--- config.mk ---
export PLATFORM = sky130hd
export DESIGN_NAME = exercise_2b
export DESIGN_NICKNAME = d
export VERILOG_FILES = /design/src/rtl/exercise_2b_pkg.sv /design/src/rtl/exercise_2b_sat_counter.sv /design/src/rtl/exercise_2b.sv
export SDC_FILE = /design/constraint.sdc
export NUM_CORES = 1
export LEC_CHECK = 0
export CORE_ASPECT_RATIO = 0.8
export CORE_UTILIZATION = 43
export CTS_BUF_LIST = sky130_fd_sc_hd__clkbuf_4
export CTS_CLUSTER_SIZE = 28
export DETAILED_ROUTE_END_ITERATION = 10
export PLACE_DENSITY = 0.77
export SYNTH_ARGS = -nofsm -noshare
export SYNTH_HDL_FRONTEND = slang
export SYNTH_HIERARCHICAL = 1
export SYNTH_SLANG_ARGS = --single-unit
--- constraint.sdc ---
create_clock -name clk -period 1.34 [get_ports clk]
set_input_delay 0.134 -clock clk [delete_from_list [all_inputs] [get_ports clk]]
set_output_delay 0.134 -clock clk [all_outputs]
set_load 0.02 [all_outputs]
--- src/rtl/exercise_2b_pkg.sv ---
// Shared constants for exercise_2b: default truth table of f and the
// packing order of the four function inputs into a truth-table index.
package exercise_2b_pkg;

    localparam int          IDX_W              = 4;
    localparam int          NUM_IDX            = 1 << IDX_W;
    localparam logic [15:0] F_MINTERMS_DEFAULT = 16'h72AA;

    // A is the MSB of the index, D the LSB.
    function automatic logic [IDX_W-1:0] pack_idx(input logic a, input logic b,
                                                  input logic c, input logic d);
        return {a, b, c, d};
    endfunction

endpackage

--- src/rtl/exercise_2b_sat_counter.sv ---
// Saturating up-counter with synchronous clear; holds at all-ones
// instead of wrapping.
module sat_counter #(
    parameter int W = 8
) (
    input  logic         clk,
    input  logic         rst_n,
    input  logic         clr_i,
    input  logic         inc_i,
    output logic [W-1:0] cnt_o
);

    logic [W-1:0] cnt_q;
    logic [W-1:0] cnt_d;

    always_comb begin
        cnt_d = cnt_q;
        if (clr_i) begin
            cnt_d = '0;
        end else if (inc_i && (cnt_q != {W{1'b1}})) begin
            cnt_d = cnt_q + W'(1);
        end
    end

    always_ff @(posedge clk) begin
        if (!rst_n) begin
            cnt_q <= '0;
        end else begin
            cnt_q <= cnt_d;
        end
    end

    assign cnt_o = cnt_q;

endmodule

--- src/rtl/exercise_2b.sv ---
// Four-input truth-table function with a registered copy, an input-index
// coverage mask and a saturating count of edges sampled with f=1.
module exercise_2b
    import exercise_2b_pkg::*;
#(
    parameter logic [15:0] F_MINTERMS = F_MINTERMS_DEFAULT,
    parameter int          CNT_W      = 8
) (
    input  logic             clk,
    input  logic             rst_n,
    input  logic             A,
    input  logic             B,
    input  logic             C,
    input  logic             D,
    input  logic             clr,
    output logic             f,
    output logic             f_q,
    output logic [15:0]      seen,
    output logic             all_seen,
    output logic [CNT_W-1:0] hit_cnt
);

    logic [IDX_W-1:0] idx;
    logic             f_q_q;
    logic [15:0]      seen_q;
    logic [15:0]      seen_d;

    assign idx = pack_idx(A, B, C, D);
    assign f   = F_MINTERMS[idx];

    // clr drops the sample for this edge entirely rather than clearing
    // and then marking the current index.
    always_comb begin
        seen_d = seen_q;
        if (clr) begin
            seen_d = 16'h0000;
        end else begin
            seen_d[idx] = 1'b1;
        end
    end

    always_ff @(posedge clk) begin
        if (!rst_n) begin
            f_q_q  <= 1'b0;
            seen_q <= 16'h0000;
        end else begin
            f_q_q  <= f;
            seen_q <= seen_d;
        end
    end

    sat_counter #(
        .W(CNT_W)
    ) u_hit_cnt (
        .clk  (clk),
        .rst_n(rst_n),
        .clr_i(clr),
        .inc_i(f),
        .cnt_o(hit_cnt)
    );

    assign f_q      = f_q_q;
    assign seen     = seen_q;
    assign all_seen = &seen_q;

endmodule

==> metrics.md <==
| Metric | Value |
|---|---|
| Post-Synthesis Cells | `127` |
| Power density cells | `750 nW/um^2` |
| Drc violations | `0` |
| Clock H-tree levels | `1` |
| Diodes inserted | `0` |
| DR vias | `1158` |
| Global-route wire length before repair | `4.66 mm` |
| Top sig layer | `met4` |
| Antenna violations before repair | `0` |
| WL/cell | `13.2 um` |
| 1st-iter DRT viols | `34` |
| Vias in the first global route | `1055` |
| CTS root buf | `clkbuf_4` |
| Hold Path Class | `in2reg` |
| Maximum clock rate | `0.701 GHz` |
| Hold depth | `3` |
| Syn Nets | `135` |
| Row count | `16` |
| Worst-Skew Late Latency | `0.32 ns` |
| Ordered cell list for the critical path | `nand4_1, nor4_2, buf_4` |
| Unique masters post-synth | `30` |
| Number of synthesized register bits | `25` |
| Initial Util | `46.4%` |
| GRT overflow | `0` |
| Postcts setup bufs | `0` |
| Critical path's slowest cell | `dfxtp_2` |
| Most frequent cells in the layout | `buf_4 (27), dlygate4sd2_1 (25), a21oi_1 (20)` |
| Final Hold Fails | `0` |
| Min Hold Slack | `0.256 ns` |
| Worst-path fanout max | `2` |
| Sink Count | `25` |
| Commonest non-fill, non-tap cell in the layout | `buf_4` |
| Vias/cell | `5.24` |
| Footprint of the multi-input gates | `587 sq um` |
| Die area | `2910 sq um` |
| Final worst path period share | `106%` |
| CTS tree | `yes` |
| Tot GR Track Use | `21.1%` |
| Min Tclk post-route | `1.43 ns` |
| I/O pin count | `34` |
| Max-slew violations | `0` |
| Failing checks | `setup timing` |
| Routed WL | `2.92 mm` |
| Drt first pass iters | `4` |
| Reg area | `509 sq um` |
| Sequential share of the synthesized area | `43.1%` |
| Avg Synthesized Cell Area | `9.14 sq um` |
| Worst EP required | `1.21 ns` |
| Crit start category | `flop` |
| Reg clk slew, reported paths | `0.14 ns` |
| IR drop worst, VDD | `690 uV` |
| Reg2Reg Depth | `4` |
| Max-cap violations | `0` |
| Final net count | `194` |
| CTS buffer count | `3` |
| Slew @ Worst Pin | `0.272 ns` |
| Post-Syn Area | `1160 sq um` |
| CP Class | `reg2out` |
| Synthesis-to-layout area growth | `51.3%` |
| Met3 WL | `97 um` |
| Setup Skew | `0.00822 ns` |
| Lkg Pwr | `0.788 nW` |
| RSZ-0062 raised after global routing | `true` |
| Max clock buf depth | `2` |
| Port Buffers | `33` |
| Slew HR | `81.9%` |
| Setup ws final | `-0.0870 ns` |
| Finish-stage setup viols | `1` |
| Cts hold-fix bufs | `0` |
| Die Ht | `48.5 um` |
| Util after Layout | `70.2%` |
| Metal-1 WL | `1.38 mm` |
| Fillers | `200` |
| Die Width | `60.1 um` |
| Gpl congestion | `0.852` |
| Status | `finished with violations` |
| Share of layout cells above drive strength 1 | `27.0%` |
| ANT nets after route | `0` |
| Core ar. | `2500 sq um` |
| WP data arrival | `1.29 ns` |
| Ys Warns | `6` |
| Detail Placement HPWL | `2.18 mm` |
| Wire length on met2 | `1.42 mm` |
| Largest net degree at the start of global routing | `18` |
| Critical Path Max Stage Delay | `0.35 ns` |
| Worst Setup End Kind | `output port` |
==> power by group <==
| group | leakage [nW] | total (W) | switching (W) | internal, W |
|---|---|---|---|---|
| logic | 0.564 | 0.000191 | 0.0000984 | 0.0000930 |
| clock network | 0.0184 | 0.000363 | 0.000226 | 0.000137 |
| registers | 0.206 | 0.000763 | 0.00000757 | 0.000756 |
| total | 0.788 | 0.00132 | 0.000332 | 0.000986 |
==> synthesized netlist by cell type, drive strengths merged <==
library cell   n  area (sq um)
o21ai          2          10.0
nor2b          4          27.5
or4b           4          40.0
a31oi          3          18.8
buf            4          32.5
a41oi          1          8.76
nor4           1          6.26
mux2i          3          30.0
nand2          5          18.8
and4           5          46.3
clkbuf         3          11.3
and3           1          6.26
a21boi         1          11.3
inv           16          60.1
dfxtp         25           500
ha             1          12.5
nand3          1          5.00
nand4bb        6          67.6
a311oi         2          17.5
nand4b         4          35.0
or4            1          7.51
nand4          5          31.3
a21oi         21           105
a211oi         1          12.5
nand2b         4          25.0
nor3           2          10.0
nor2           1          3.75
==> through the flow <==
stage | cells | worst slack (ns) | total power [W] | area, sq um | setup TNS (ns)
2_1_floorplan | 127 | -0.0160 | 0.000879 | 1190 | -0.0160
3_3_place_gp | 217 | -0.348 | 0.000972 | 1740 | -3.95
3_5_place_dp | 217 | -0.384 | 0.000978 | 1740 | -4.47
4_1_cts | 221 | -0.253 | 0.00133 | 1740 | -0.253
5_1_grt | 221 | -0.183 | 0.00136 | 1760 | -0.185
6_report | 221 | -0.0870 | 0.00132 | 1760 | -0.0870
==> worst max-delay path, delay by kind of cell, from the launching register on <==
kind                   cells  cell delay [ns]
buffers and inverters      1             0.17
flip-flops                 1             0.35
AND/OR/NAND/NOR            2             0.45
==> logic make-up after synthesis <==
kind of cell,count (synthesis),synth area share (%)
AND/OR/NAND/NOR,44,28.4
AO/OA/AOI/OAI,31,15.8
flip-flops,25,43.1
buffers and inverters,23,8.94
multiplexers,3,2.59
adder cells (fa/ha/maj),1,1.08
==> path summary, 6_finish.rpt <==
path                       from  slack (ns)                 end
min reg2reg             seen[6]        0.47             seen[6]
max                     seen[8]       -0.09            all_seen
max reg2reg  u_hit_cnt/cnt_o[0]        0.06  u_hit_cnt/cnt_o[0]
min                           D        0.26                 f_q
==> layout make-up <==
type	instances	area share [%]
Inverter	16	3.42
Tap cell	36	2.56
Timing Repair Buffer	61	29.9
Sequential cell	25	29.0
Multi-Input combinational cell	79	33.4
Clock buffer	4	1.71
==> sequential cells by signal, indices dropped and copies added (netlist names) <==
| signal | flops |
|---|---|
| seen | 16 |
| u_hit_cnt/cnt_o | 8 |
| f_q | 1 |
==> timing repair <==
| action | 4_1_cts | 5_1_grt |
|---|---|---|
| setup endpoints to repair | 30 | 12 |
| pin swaps | 2 | 4 |
| resized for setup | 33 | 15 |
==> per-layer routing <==
metal | track usage, % | vias up
met5 | 0 | -
met4 | 4.65 | 0
met3 | 5.61 | 4
met2 | 33.9 | 27
met1 | 28.3 | 543
li1 | - | 584
Power figures use the tool's default switching activity.
